File: src/rtl/riscv_ctrl_pkg.sv
// Shared encodings for the Simple RISC-V multi-cycle control path:
// FSM states, major opcodes and the ALUOp codes handed to the ALU control decoder.
package riscv_ctrl_pkg;

    typedef enum logic [2:0] {
        StIdle   = 3'd0,
        StFetch  = 3'd1,
        StDecode = 3'd2,
        StExec   = 3'd3,
        StMem    = 3'd4,
        StWb     = 3'd5,
        StTrap   = 3'd7
    } ctrl_state_e;

    localparam logic [6:0] OP_RTYPE  = 7'b0110011;
    localparam logic [6:0] OP_IALU   = 7'b0010011;
    localparam logic [6:0] OP_LOAD   = 7'b0000011;
    localparam logic [6:0] OP_STORE  = 7'b0100011;
    localparam logic [6:0] OP_BRANCH = 7'b1100011;

    localparam logic [1:0] ALUOP_ADD   = 2'b00;
    localparam logic [1:0] ALUOP_BEQ   = 2'b01;
    localparam logic [1:0] ALUOP_FUNCT = 2'b10;

    function automatic logic is_legal_op(input logic [6:0] op);
        return (op == OP_RTYPE) || (op == OP_IALU) || (op == OP_LOAD) ||
               (op == OP_STORE) || (op == OP_BRANCH);
    endfunction

    function automatic logic is_mem_op(input logic [6:0] op);
        return (op == OP_LOAD) || (op == OP_STORE);
    endfunction

endpackage

File: src/rtl/retire_counter.sv
// Free-running retired-instruction counter: increments when en_i is high,
// wraps modulo 2^CNT_W, cleared asynchronously by rst_ni.
module retire_counter #(
    parameter int unsigned CNT_W = 32
) (
    input  logic             clk_i,
    input  logic             rst_ni,
    input  logic             en_i,
    output logic [CNT_W-1:0] count_o
);

    logic [CNT_W-1:0] count_q;
    logic [CNT_W-1:0] count_d;

    always_comb begin
        count_d = count_q;
        if (en_i) begin
            count_d = count_q + CNT_W'(1);
        end
    end

    always_ff @(posedge clk_i or negedge rst_ni) begin
        if (!rst_ni) begin
            count_q <= '0;
        end else begin
            count_q <= count_d;
        end
    end

    assign count_o = count_q;

endmodule

File: src/rtl/multicycle_main_controller.sv
// Multi-cycle main control FSM: sequences FETCH/DECODE/EXEC/MEM/WB, drives the
// datapath strobes from the current state and latched opcode, and counts retirements.
module multicycle_main_controller
    import riscv_ctrl_pkg::*;
#(
    parameter int unsigned CNT_W = 32
) (
    input  logic             clk,
    input  logic             rst_n,
    input  logic [6:0]       opcode,
    input  logic             zero,
    input  logic             mem_ready,
    output logic             mem_req,
    output logic             mem_read,
    output logic             mem_write,
    output logic             iord,
    output logic             ir_write,
    output logic             pc_write,
    output logic             pc_src,
    output logic [1:0]       alu_op,
    output logic             alu_src,
    output logic             funct7_mask,
    output logic             reg_write,
    output logic             mem_to_reg,
    output logic [2:0]       state,
    output logic             illegal,
    output logic [CNT_W-1:0] instr_count
);

    ctrl_state_e state_q, state_d;
    logic [6:0]  op_q, op_d;
    logic        illegal_q, illegal_d;
    logic        retire;

    always_comb begin
        state_d   = state_q;
        op_d      = op_q;
        illegal_d = illegal_q;
        retire    = 1'b0;

        case (state_q)
            StIdle: begin
                state_d = StFetch;
            end
            StFetch: begin
                if (mem_ready) begin
                    state_d = StDecode;
                end
            end
            StDecode: begin
                op_d    = opcode;
                state_d = is_legal_op(opcode) ? StExec : StTrap;
            end
            StExec: begin
                if (op_q == OP_BRANCH) begin
                    state_d = StFetch;
                    retire  = 1'b1;
                end else if (is_mem_op(op_q)) begin
                    state_d = StMem;
                end else if ((op_q == OP_RTYPE) || (op_q == OP_IALU)) begin
                    state_d = StWb;
                end else begin
                    state_d = StTrap;
                end
            end
            StMem: begin
                if (mem_ready) begin
                    if (op_q == OP_LOAD) begin
                        state_d = StWb;
                    end else begin
                        state_d = StFetch;
                        retire  = 1'b1;
                    end
                end
            end
            StWb: begin
                state_d = StFetch;
                retire  = 1'b1;
            end
            StTrap: begin
                state_d = StTrap;
            end
            default: begin
                state_d = StIdle;
            end
        endcase

        // Flag is sticky from the edge that enters TRAP until reset.
        if (state_d == StTrap) begin
            illegal_d = 1'b1;
        end
    end

    always_ff @(posedge clk or negedge rst_n) begin
        if (!rst_n) begin
            state_q   <= StIdle;
            op_q      <= '0;
            illegal_q <= 1'b0;
        end else begin
            state_q   <= state_d;
            op_q      <= op_d;
            illegal_q <= illegal_d;
        end
    end

    // Decoded from state_q so reset drops every strobe without waiting for a clock.
    always_comb begin
        mem_req     = 1'b0;
        mem_read    = 1'b0;
        mem_write   = 1'b0;
        iord        = 1'b0;
        ir_write    = 1'b0;
        pc_write    = 1'b0;
        pc_src      = 1'b0;
        alu_op      = ALUOP_ADD;
        alu_src     = 1'b0;
        funct7_mask = 1'b0;
        reg_write   = 1'b0;
        mem_to_reg  = 1'b0;

        case (state_q)
            StFetch: begin
                mem_req  = 1'b1;
                mem_read = 1'b1;
                if (mem_ready) begin
                    ir_write = 1'b1;
                    pc_write = 1'b1;
                end
            end
            StExec: begin
                if (op_q == OP_RTYPE) begin
                    alu_op = ALUOP_FUNCT;
                end else if (op_q == OP_IALU) begin
                    alu_op      = ALUOP_FUNCT;
                    alu_src     = 1'b1;
                    funct7_mask = 1'b1;
                end else if (is_mem_op(op_q)) begin
                    alu_src = 1'b1;
                end else if (op_q == OP_BRANCH) begin
                    alu_op   = ALUOP_BEQ;
                    pc_src   = 1'b1;
                    pc_write = zero;
                end
            end
            StMem: begin
                mem_req   = 1'b1;
                iord      = 1'b1;
                mem_read  = (op_q == OP_LOAD);
                mem_write = (op_q == OP_STORE);
            end
            StWb: begin
                reg_write  = 1'b1;
                mem_to_reg = (op_q == OP_LOAD);
            end
            default: begin
            end
        endcase
    end

    retire_counter #(
        .CNT_W(CNT_W)
    ) u_retire_counter (
        .clk_i  (clk),
        .rst_ni (rst_n),
        .en_i   (retire),
        .count_o(instr_count)
    );

    assign state   = state_q;
    assign illegal = illegal_q;

endmodule

File: config.mk
export PLATFORM = sky130hd
export DESIGN_NAME = multicycle_main_controller
export DESIGN_NICKNAME = d
export VERILOG_FILES = /design/src/rtl/riscv_ctrl_pkg.sv /design/src/rtl/retire_counter.sv /design/src/rtl/multicycle_main_controller.sv
export SDC_FILE = /design/constraint.sdc
export NUM_CORES = 1
export LEC_CHECK = 0
export CAP_MARGIN = 25
export CORE_MARGIN = 2
export CORE_UTILIZATION = 40
export DETAILED_ROUTE_END_ITERATION = 16
export PLACE_DENSITY = 0.8
export SYNTH_ARGS = -nofsm -noshare
export SYNTH_HDL_FRONTEND = slang
export SYNTH_SLANG_ARGS = --single-unit
File: constraint.sdc
create_clock -name clk -period 5.1 [get_ports clk]
set_input_delay 0.765 -clock clk [delete_from_list [all_inputs] [get_ports clk]]
set_output_delay 0.765 -clock clk [all_outputs]
set_load 0.05 [all_outputs]
* Word-level counts from Yosys, hierarchy flattened
Index checks and enable logic that the tools add are counted.
Operators by class: equal/unequal tests 17, add/sub/neg operators 1, reductions and logical operators 9, muxes and demuxes 41
Operator list (count):
- 32-bit by 1-bit adder with 32-bit output, second input constant | 1
- 7-bit by 6-bit equality test with 1-bit output, second input constant | 4
- 1-bit two-way mux | 27
- 3-bit one-hot mux with 6 select lines | 1
- 3-bit two-way mux | 5
- 7-bit by 2-bit equality test with 1-bit output, second input constant | 2
- 7-bit by 5-bit equality test with 1-bit output, second input constant | 2
- 7-bit equality test, second input constant | 2
- 3-bit equality test, second input constant | 4
- 2-bit two-way mux | 5
- 3-bit by 2-bit equality test with 1-bit output, second input constant | 2
- 1-bit logical OR | 6
- 1-bit one-hot mux with 2 select lines | 2
- 2-bit OR reduction | 2
- 3-bit by 1-bit equality test with 1-bit output, second input constant | 1
- 3-bit logical NOT | 1
- 1-bit one-hot mux with 3 select lines | 1
Storage, ports and cells: register bits 43, input port bits 11, output and inout port bits 49, logic and storage cells 72

* Depth between registers and ports, before layout
Gate-level depths: netlist of the first run.
depth in word-level cells 8, gate-level depth with buffers 7, mapped depth without buffers 6

* Hierarchy
From an unflattened synthesis of the first run, not the netlist that was laid out.
Second synthesis, totals: cells, all modules 184, area total of the unflattened synthesis 2105.8 um^2
By module, submodules not included:
- retire_counter | area an instance 1448.9 um^2, times used 1, sequential area each 800.8 um^2, cells an instance 123
- multicycle_main_controller | area an instance 656.9 um^2, times used 1, sequential area each 275.3 um^2, cells an instance 61

* Worst setup path before layout of the first run
No wires, ideal clock.
path type flip-flop to output port, from register state_q[1] (netlist: state[1]), to output port funct7_mask, cell stages (with the launch flop) 5, data arrival time 3.632 ns, setup slack 0.703 ns, cells stage by stage dfrtp_1 -> clkbuf_1 -> nand2_1 -> nor4b_1 -> nor2b_1
Between the ends: cells in the longest elaborated chain, start to end 2
Ends and longest elaborated chain:
- from (decl) | line multicycle_main_controller.sv:30 | ctrl_state_e state_q, state_d;
- from (signal assigned) | line multicycle_main_controller.sv:96 | state_q <= StIdle;
- from (signal assigned) | line multicycle_main_controller.sv:100 | state_q <= state_d;
- 3-bit by 2-bit equality test with 1-bit output | line multicycle_main_controller.sv:121 | case (state_q)
- 1-bit two-way mux | line multicycle_main_controller.sv:121
- to (decl) | line multicycle_main_controller.sv:22 | output logic funct7_mask,
No other way between the ends.

* Final worst setup path of the first run
from register op_q[2], to output port pc_write
Between the ends: cells in the longest elaborated chain, start to end 6, elaborated cells on any way between the ends 11
Ends and longest elaborated chain:
- from (decl) | line multicycle_main_controller.sv:31 | logic [6:0] op_q, op_d;
- from (signal assigned) | line multicycle_main_controller.sv:101 | op_q <= op_d;
- 7-bit equality test, or another cell as far along | line multicycle_main_controller.sv:139 | end else if (op_q == OP_BRANCH) begin
- 1-bit two-way mux / 1-bit logical OR (equally long branches) | line multicycle_main_controller.sv:139, riscv_ctrl_pkg.sv:31
- 1-bit two-way mux | line multicycle_main_controller.sv:137 | end else if (is_mem_op(op_q)) begin
- 1-bit two-way mux | line multicycle_main_controller.sv:133 | end else if (op_q == OP_IALU) begin
- 1-bit two-way mux * | line multicycle_main_controller.sv:131 | if (op_q == OP_RTYPE) begin
- 1-bit one-hot mux with 2 select lines * | line multicycle_main_controller.sv:121
- to (decl) | line multicycle_main_controller.sv:18 | output logic pc_write,
Every way passes the cells marked *; elsewhere a longest branch is shown, timed or not.

==> impl_metrics.py, run 1 <==
metrics = {
    "logic_synthesis": {
        "synth_top_family_by_area": "simple AND/OR/NAND/NOR gates",
        "synth_area_leaders": "dfrtp_1 50%, xor2_1 7.7%, xnor2_1 4.4%, nand2_1 3.6%, nor3_1 3.2%",
        "synth_fa_ha_area_frac": 0.00577,
        "synth.largest_area_cell": "dfrtp_1",
        "yosysSeqAreaShare": 0.496,
        "synth.area.mux_share": 0.0312,
        "yosysWarningCount": 0,
        "synth_compound_area_frac": 0.0571,
        "postSynth.asyncResetShare": 1.00,
        "netlist_area_um2": 2170,
        "synth-seq-cells": 43,
        "synth_edf_count": 0,
        "synth_xor_area_frac": 0.129,
        "syn_inst": 198,
        "yosysTopAreaCellShare": 0.496,
        "yosysUniqueCellTypes": 42,
        "synthSimpleGateAreaFrac": 0.261,
        "syn-num-nets": 210,
        "ys_dominant_reg_cell": "dfrtp_1",
        "synth_area_per_cell_um2": 11.0,
    },
    "clock_tree": {
        "clockBufferDepth": 2,
        "cts_setup_buffers": 0,
        "numCtsBuffers": 5,
        "path_clk_slew_ps": 80,
        "h-tree-depth": 2,
        "cts-root-buf": "clkbuf_8",
        "cts_hold_buf": 0,
        "worstSkewPairLatency_ps": 300,
        "cts_tree": "built",
        "ctsResizeCount": 0,
        "numClockSinks": 43,
    },
    "floorplanning": {
        "die_width_um": 77.6,
        "core_um2": 5170,
        "io_pins": 60,
        "dieArea_um2": 6030,
        "die_height_um": 77.6,
        "start_util": 0.419,
        "rows": 26,
    },
    "setup_path": {
        "critPathTopFamily": "simple AND/OR/NAND/NOR gates",
        "path_max_fanout": 7,
        "path_cells": "nand4bb_4 -> or4b_4 -> nor2_1 -> a21o_1 -> clkdlybuf4s50_1",
        "end_kind": "primary output",
        "worstPathArrival_ps": 2650,
        "cp_data_required_time_ps": 4340,
        "max_stage_delay_ps": 790,
        "crit_path_top_delay_cell": "clkdlybuf4s50_1",
        "crit_type": "flop to primary output",
        "cp.buffers_inverters": 1,
        "start_kind": "flop",
    },
    "final_layout": {
        "layout-drive-gt1-share": 0.103,
        "area_growth_pct": 35.5,
        "n_antenna_cell": 0,
        "final_cell_mix": "58 x clkdlybuf4s50_1, 43 x dfrtp_1, 21 x nand2_1",
        "multi_input_area_um2": 1050,
        "finalNetCount": 273,
        "final_common_cell": "clkdlybuf4s50_1",
        "layout.area.seq_um2": 1080,
        "nFillCells": 421,
    },
    "sta": {
        "fin_crit_sh": 0.670,
        "tns_ps": 0,
        "skew_ps": 8.55,
        "rsz0062_at_grt": "no",
        "hold_viol_final": 0,
        "finalHoldWorstSlack_ps": 372,
        "slew_violations": 0,
        "finalSetupViolCount": 0,
        "worst_pin_slew_ps": 632,
        "layout_min_cycle_time_ps": 3420,
        "max_freq_mhz": 292,
        "relSlewSlack": 0.573,
    },
    "global_routing": {
        "grt_pass1_vias": 1604,
        "track_usage": 0.165,
        "grt-ovfl-total": 0,
        "use_met3": 0.0395,
        "grt.busiest_layer": "met2",
        "grt_util_met1": 0.224,
        "antenna_found_initial": 0,
        "grt_max_degree": 44,
        "grt_pass1_wl_mm": 7.94,
        "use_met2": 0.264,
    },
    "detailed_routing": {
        "first_pass_iters": 4,
        "first_iter_violations": 76,
        "drcViolationCount": 0,
        "drt_wl_total_mm": 4.85,
        "wire_per_inst_um": 14.6,
        "post_drt_via_cell_ratio": 5.25,
        "ant_nets": 0,
        "via_count": 1742,
    },
    "placed_design": {
        "portBuffers": 59,
        "gp_congestion": 0.855,
        "dp_hpwl_mm": 3.50,
    },
    "power": {
        "ir_drop_uv": 262,
        "cellPowerDensity_nw_per_um2": 477,
        "p_leak_uw": 0.00112,
    },
    "job": {
        "maxCapViolCount": 0,
    },
    "status": {
        "status": "completed",
    },
    "worst_hold_path": {
        "min_path_type": "input pin to asynchronous set/reset pin",
    },
}
## worst reg2reg max path, delay by kind of cell (launching register included)
| kind | cells | cell delay, ps |
|---|---|---|
| flip-flops | 1 | 460 |
| XOR/XNOR | 1 | 140 |
| AND/OR/NAND/NOR | 4 | 1810 |
## synth_stat cells, types with 2 or more instances
library cell / n
and2_1: 3
inv_1: 3
nor4_2: 3
dfrtp_1: 43
nor2_1: 4
clkbuf_1: 2
o41ai_1: 2
nand3_1: 12
a21oi_1: 4
nand2_1: 21
nor2b_1: 3
buf_2: 2
nor3b_1: 2
and3_1: 4
xnor2_1: 11
mux2_2: 6
xor2_1: 19
or4b_4: 2
o21ai_0: 2
a21o_1: 2
buf_4: 2
and4_1: 4
nand4_1: 6
nand2b_1: 3
nor3_1: 14
or3_1: 3
## cells by family after synthesis
logic type | count (synthesis)
DFF | 43
and+or+nand+nor | 92
AOI/OAI and AO/OA | 16
adders and majority gates | 1
buffers and inverters | 9
muxes | 6
xor gates and xnor gates | 31
## worst paths after layout
| check | start | end | slack [ps] | depth (start not counted) |
|---|---|---|---|---|
| min in group clk | u_retire_counter.count_o[31] | u_retire_counter.count_o[31] | 460 | 1 |
| min reg2reg | u_retire_counter.count_o[31] | u_retire_counter.count_o[31] | 460 | 1 |
| max reg2reg | u_retire_counter.count_o[3] | u_retire_counter.count_o[29] | 2560 | 5 |
| max | op_q[2] | pc_write | 1680 | 5 |
| min | rst_n | op_q[5] | 370 | 1 |
| max in group asynchronous | rst_n | illegal | 4250 | 2 |
## state kept, by name, summed over array words and instances, names as in the netlist
name	cells
u_retire_counter.count_o	32
state	3
illegal	1
op_q	7
## power by group
part / switching [uW] / internal [uW]
clock network: 115 / 111
logic: 425 / 238
registers: 101 / 412
total: 641 / 761
## final cells by class
type	instances	area share
clock buffer	7	0.0294
inverter	3	0.00383
sequential	43	0.366
timing repair buffer	62	0.211
multi-input combinational	146	0.357
tap	70	0.0298
clock inverter	1	0.00298
## routing by layer
layer	vias up	wire length [um]
li1	836	-
met1	857	2190
met2	45	2410
met3	4	198
met4	0	48
met5	-	0
## metrics by stage
stage	total power, uW	std cells	setup WS [ps]	instance area, um2	util
after floorplan	970	198	703	2170	-
after global placement	1160	321	1850	2810	0.543
after detailed placement	1170	321	1840	2810	0.543
after CTS	1400	329	1670	2900	0.561
after global routing	1470	332	1560	2940	0.568
final	1400	332	1680	2940	0.568
(Power assumes the default switching activity.)
==> run 2: changes to the inputs <==
==> constraint.sdc (replaced) <==
create_clock -name clk -period 3.6 [get_ports clk]
set_input_delay 0.54 -clock clk [delete_from_list [all_inputs] [get_ports clk]]
set_output_delay 0.54 -clock clk [all_outputs]
set_load 0.05 [all_outputs]
==> impl_metrics.py, run 2 (synthesized netlist as in run 1, its figures left out) <==
metrics = {
    "setup_path": {
        "rr_startpoint": "u_retire_counter.count_o[3]",
        "start_kind": "flop",
        "end_kind": "primary output",
        "endpoint": "pc_write",
        "worstRegToRegCells": 5,
        "crit_type": "flop to primary output",
        "cp_data_required_time_ps": 3060,
        "path_max_fanout": 7,
        "reg2reg_slack_ps": 1130,
        "setup.worst_path.start": "op_q[2]",
        "worst_r2r_endpoint": "u_retire_counter.count_o[29]",
        "worstPathArrival_ps": 2660,
    },
    "clock_tree": {
        "cts-root-buf": "clkbuf_8",
        "path_clk_slew_ps": 70,
        "cts_setup_buffers": 0,
        "h-tree-depth": 2,
        "cts_tree": "built",
        "cts_hold_buf": 0,
        "ctsResizeCount": 0,
        "clockBufferDepth": 2,
        "numCtsBuffers": 5,
        "worstSkewPairLatency_ps": 290,
        "numClockSinks": 43,
    },
    "detailed_routing": {
        "wire_per_inst_um": 14.4,
        "wl_met3_um": 213,
        "dr_wl_met2_mm": 2.36,
        "post_drt_via_cell_ratio": 5.25,
        "dr.max_layer_used": "met4",
        "drcViolationCount": 0,
        "via_count": 1742,
        "ant_nets": 0,
        "drt-met1-wl_mm": 2.15,
        "drt_wl_total_mm": 4.79,
        "first_iter_violations": 215,
        "first_pass_iters": 5,
    },
    "placed_design": {
        "gp_congestion": 0.921,
        "dpl.cell_count": 323,
        "dp_slack_ps": 711,
        "portBuffers": 59,
        "dp_hpwl_mm": 3.53,
        "place_area_um2": 2830,
    },
    "sta": {
        "slew_violations": 0,
        "tns_ps": 0,
        "worst_pin_slew_ps": 617,
        "hold_viol_final": 0,
        "relSlewSlack": 0.583,
        "rsz0062_at_grt": "no",
        "skew_ps": 7.17,
        "setup_ws_ps": 403,
        "max_freq_mhz": 313,
        "finalSetupViolCount": 0,
        "layout_min_cycle_time_ps": 3200,
        "fin_crit_sh": 0.888,
    },
    "final_layout": {
        "final_cell_mix": "58 x clkdlybuf4s50_1, 43 x dfrtp_1, 21 x nand2_1",
        "finalNetCount": 273,
        "final_common_cell": "clkdlybuf4s50_1",
        "area_growth_pct": 35.4,
        "n_antenna_cell": 0,
        "layout-drive-gt1-share": 0.107,
        "largest_reg_flops": 32,
        "stdcell_area_um2": 2940,
        "fin_cells": 332,
    },
    "global_routing": {
        "track_usage": 0.171,
        "grt-ovfl-total": 0,
        "grt_pass1_vias": 1733,
        "grt_max_degree": 44,
        "antenna_found_initial": 0,
        "grt_pass1_wl_mm": 8.36,
    },
    "power": {
        "clockPowerShare": 0.150,
        "p_switching_uw": 907,
        "power_frac_comb": 0.477,
        "p_leak_uw": 0.00111,
        "cellPowerDensity_nw_per_um2": 669,
        "p_int_uw": 1060,
        "ir_drop_uv": 342,
        "swShare": 0.462,
        "power_uw": 1960,
        "power_frac_seq": 0.373,
    },
    "worst_hold_path": {
        "min_path_type": "input pin to asynchronous set/reset pin",
    },
    "floorplanning": {
        "die_width_um": 77.6,
        "dieArea_um2": 6030,
        "start_util": 0.419,
        "rows": 26,
        "io_pins": 60,
        "core_um2": 5170,
        "die_height_um": 77.6,
    },
    "job": {
        "maxCapViolCount": 0,
    },
    "status": {
        "status": "completed",
    },
}
## run 2: changes by cell type in the layout (fill, tap and decap cells not counted), sizes merged
cell and delta:
clkinvlp +1, clkbuf -2, buf +1
## run 2: cell type report
| class | count | area (um2) |
|---|---|---|
| Tap cell | 70 | 87.6 |
| Clock buffer | 6 | 72.6 |
| Clock inverter | 2 | 12.5 |
| Inverter | 3 | 11.3 |
| Timing Repair Buffer | 62 | 621 |
| Multi-Input combinational cell | 146 | 1060 |
| Sequential cell | 43 | 1080 |
| Fill cell | 438 | 2240 |
## run 2: metal layers
layer / track usage / vias to the layer above
met3: 0.0291 / 7
met2: 0.278 / 49
met5: 0 / -
met1: 0.231 / 844
met4: 0.0589 / 0
li1: - / 842
## run 2: worst min path at each step
| stage | startpoint | endpoint | slack, ps | cells past startpoint |
|---|---|---|---|---|
| floorplan | rst_n | illegal | 240 | 0 |
| global placement | u_retire_counter.count_o[31] | u_retire_counter.count_o[31] | 460 | 1 |
| detailed placement | illegal | illegal | 450 | 1 |
| CTS | rst_n | op_q[4] | 420 | 1 |
| global route | rst_n | u_retire_counter.count_o[19] | 220 | 2 |
| finish | rst_n | op_q[4] | 210 | 2 |
## run 2: worst max-delay path, cell delays in order, from the launching register on
cell and delay [ps]:
dfrtp_1 390, nand4bb_4 270, or4b_4 550, nor2_1 210
a21o_1 160, clkdlybuf4s50_1 790
## run 2: stage by stage
stage                      util  hold slack, ps
after detailed placement  0.547             446
final                     0.568             209
after CTS                 0.564             416
after floorplan               -             244
after global placement    0.547             457
after global routing      0.568             223
## run 2: power by group through the flow
stage	clock network [uW]	registers, uW	logic, uW
after global placement	0	730	929
after floorplan	0	899	480
final	294	733	937
after CTS	302	729	941
after global routing	322	754	997
after detailed placement	0	739	938
==> run 3: changes to the inputs <==
--- a/config.mk
+++ b/config.mk
@@ -6,10 +6,10 @@
 export NUM_CORES = 1
 export LEC_CHECK = 0
 export CAP_MARGIN = 25
-export CORE_MARGIN = 2
-export CORE_UTILIZATION = 40
+export CORE_UTILIZATION = 43
+export CTS_CLUSTER_SIZE = 40
 export DETAILED_ROUTE_END_ITERATION = 16
-export PLACE_DENSITY = 0.8
+export PLACE_DENSITY = 0.84
 export SYNTH_ARGS = -nofsm -noshare
 export SYNTH_HDL_FRONTEND = slang
 export SYNTH_SLANG_ARGS = --single-unit
==> impl_metrics.py, run 3 (synthesized netlist as in run 1, its figures left out) <==
metrics = {
    "detailed_routing": {
        "first_pass_iters": 4,
        "drt_wl_total_mm": 4.93,
        "post_drt_via_cell_ratio": 5.26,
        "ant_nets": 0,
        "drcViolationCount": 0,
        "wire_per_inst_um": 15.1,
        "via_count": 1720,
        "first_iter_violations": 152,
    },
    "final_layout": {
        "n_antenna_cell": 0,
        "final_common_cell": "clkdlybuf4s50_1",
        "finalNetCount": 271,
        "final_cell_mix": "58 x clkdlybuf4s50_1, 43 x dfrtp_1, 21 x nand2_1",
        "largest_reg_flops": 32,
        "layout-drive-gt1-share": 0.104,
        "area_growth_pct": 34.9,
        "utilization": 0.611,
    },
    "floorplanning": {
        "rows": 25,
        "dieArea_um2": 5330,
        "die_height_um": 73.0,
        "core_um2": 4790,
        "die_width_um": 73.0,
        "start_util": 0.453,
        "io_pins": 60,
    },
    "setup_path": {
        "worstPathArrival_ps": 2660,
        "crit_path_top_delay_cell": "clkdlybuf4s50_1",
        "path_cells": "nand4bb_4 -> or4b_4 -> nor2_1 -> a21o_1 -> clkdlybuf4s50_1",
        "cp.buffers_inverters": 1,
        "crit_type": "flop to primary output",
        "max_stage_delay_ps": 810,
        "critPathTopFamily": "simple AND/OR/NAND/NOR gates",
        "cp_data_required_time_ps": 3060,
        "path_max_fanout": 7,
        "end_kind": "primary output",
        "start_kind": "flop",
    },
    "sta": {
        "fin_crit_sh": 0.888,
        "max_freq_mhz": 313,
        "skew_ps": 10.3,
        "hold_viol_final": 0,
        "relSlewSlack": 0.349,
        "rsz0062_at_grt": "no",
        "tns_ps": 0,
        "layout_min_cycle_time_ps": 3200,
        "finalSetupViolCount": 0,
        "slew_violations": 0,
        "worst_pin_slew_ps": 975,
    },
    "placed_design": {
        "portBuffers": 59,
        "dp_hpwl_mm": 3.53,
        "gp_congestion": 0.817,
    },
    "global_routing": {
        "grt_pass1_vias": 1624,
        "track_usage": 0.195,
        "grt-ovfl-total": 0,
        "grt_max_degree": 44,
        "grt_pass1_wl_mm": 7.97,
        "antenna_found_initial": 0,
    },
    "clock_tree": {
        "clockBufferDepth": 2,
        "cts_hold_buf": 0,
        "cts_setup_buffers": 0,
        "numClockSinks": 43,
        "cts-root-buf": "clkbuf_8",
        "numCtsBuffers": 5,
        "h-tree-depth": 2,
        "cts_tree": "built",
        "path_clk_slew_ps": 80,
        "worstSkewPairLatency_ps": 290,
        "ctsResizeCount": 0,
    },
    "power": {
        "cellPowerDensity_nw_per_um2": 687,
        "p_leak_uw": 0.00111,
        "ir_drop_uv": 585,
    },
    "status": {
        "status": "completed",
    },
    "job": {
        "maxCapViolCount": 0,
    },
    "worst_hold_path": {
        "min_path_type": "input pin to asynchronous set/reset pin",
    },
}
-- run 3: routing by layer --
layer / routed length [um] / share of wire / global-route usage
met5: 0 / 0 / 0
met4: 45 / 0.0091 / 0.0479
met3: 172 / 0.035 / 0.0331
met2: 2390 / 0.48 / 0.313
met1: 2320 / 0.47 / 0.274
-- run 3: worst register-to-register path: stages, from the launching register on --
cell	delay, ps
dfrtp_1	440
and4_1	290
nand4_1	370
nor3_1	680
or4b_4	560
xnor2_2	140
-- run 3: path summary, 6_finish.rpt --
path	slack, ps	cells past startpoint	to	from
worst max register to register	990	5	u_retire_counter.count_o[29]	u_retire_counter.count_o[3]
worst min-delay path	390	1	u_retire_counter.count_o[12]	rst_n
worst max-delay path	400	5	pc_write	op_q[2]
min in group clk	480	1	u_retire_counter.count_o[31]	u_retire_counter.count_o[31]
max in group asynchronous	2620	1	state[2]	rst_n
worst min register to register	480	1	u_retire_counter.count_o[31]	u_retire_counter.count_o[31]
-- run 3: power by group --
part           internal (uW)  switching (uW)
registers                583             145
logic                    335             608
clock network            175             164
-- run 3: metrics by stage --
stage | worst slack, ps | total power (uW) | instances | instance area [um2] | hold slack (ps)
5_1_grt | 290 | 2110 | 327 | 2920 | 468
3_3_place_gp | 774 | 1650 | 319 | 2820 | 459
6_report | 402 | 2010 | 327 | 2920 | 386
4_1_cts | 393 | 2010 | 327 | 2920 | 420
3_5_place_dp | 683 | 1670 | 319 | 2820 | 465
2_1_floorplan | 168 | 1380 | 198 | 2180 | 244
-- run 3: final cells by class --
cell class | instances | area, um2
multi-input cells | 146 | 1060
clock inverters | 1 | 7.51
repair buffers | 60 | 593
inverters | 3 | 11.3
well taps | 67 | 83.8
fillers | 385 | 1860
clock buffers | 7 | 96.3
flip-flops and latches | 43 | 1080
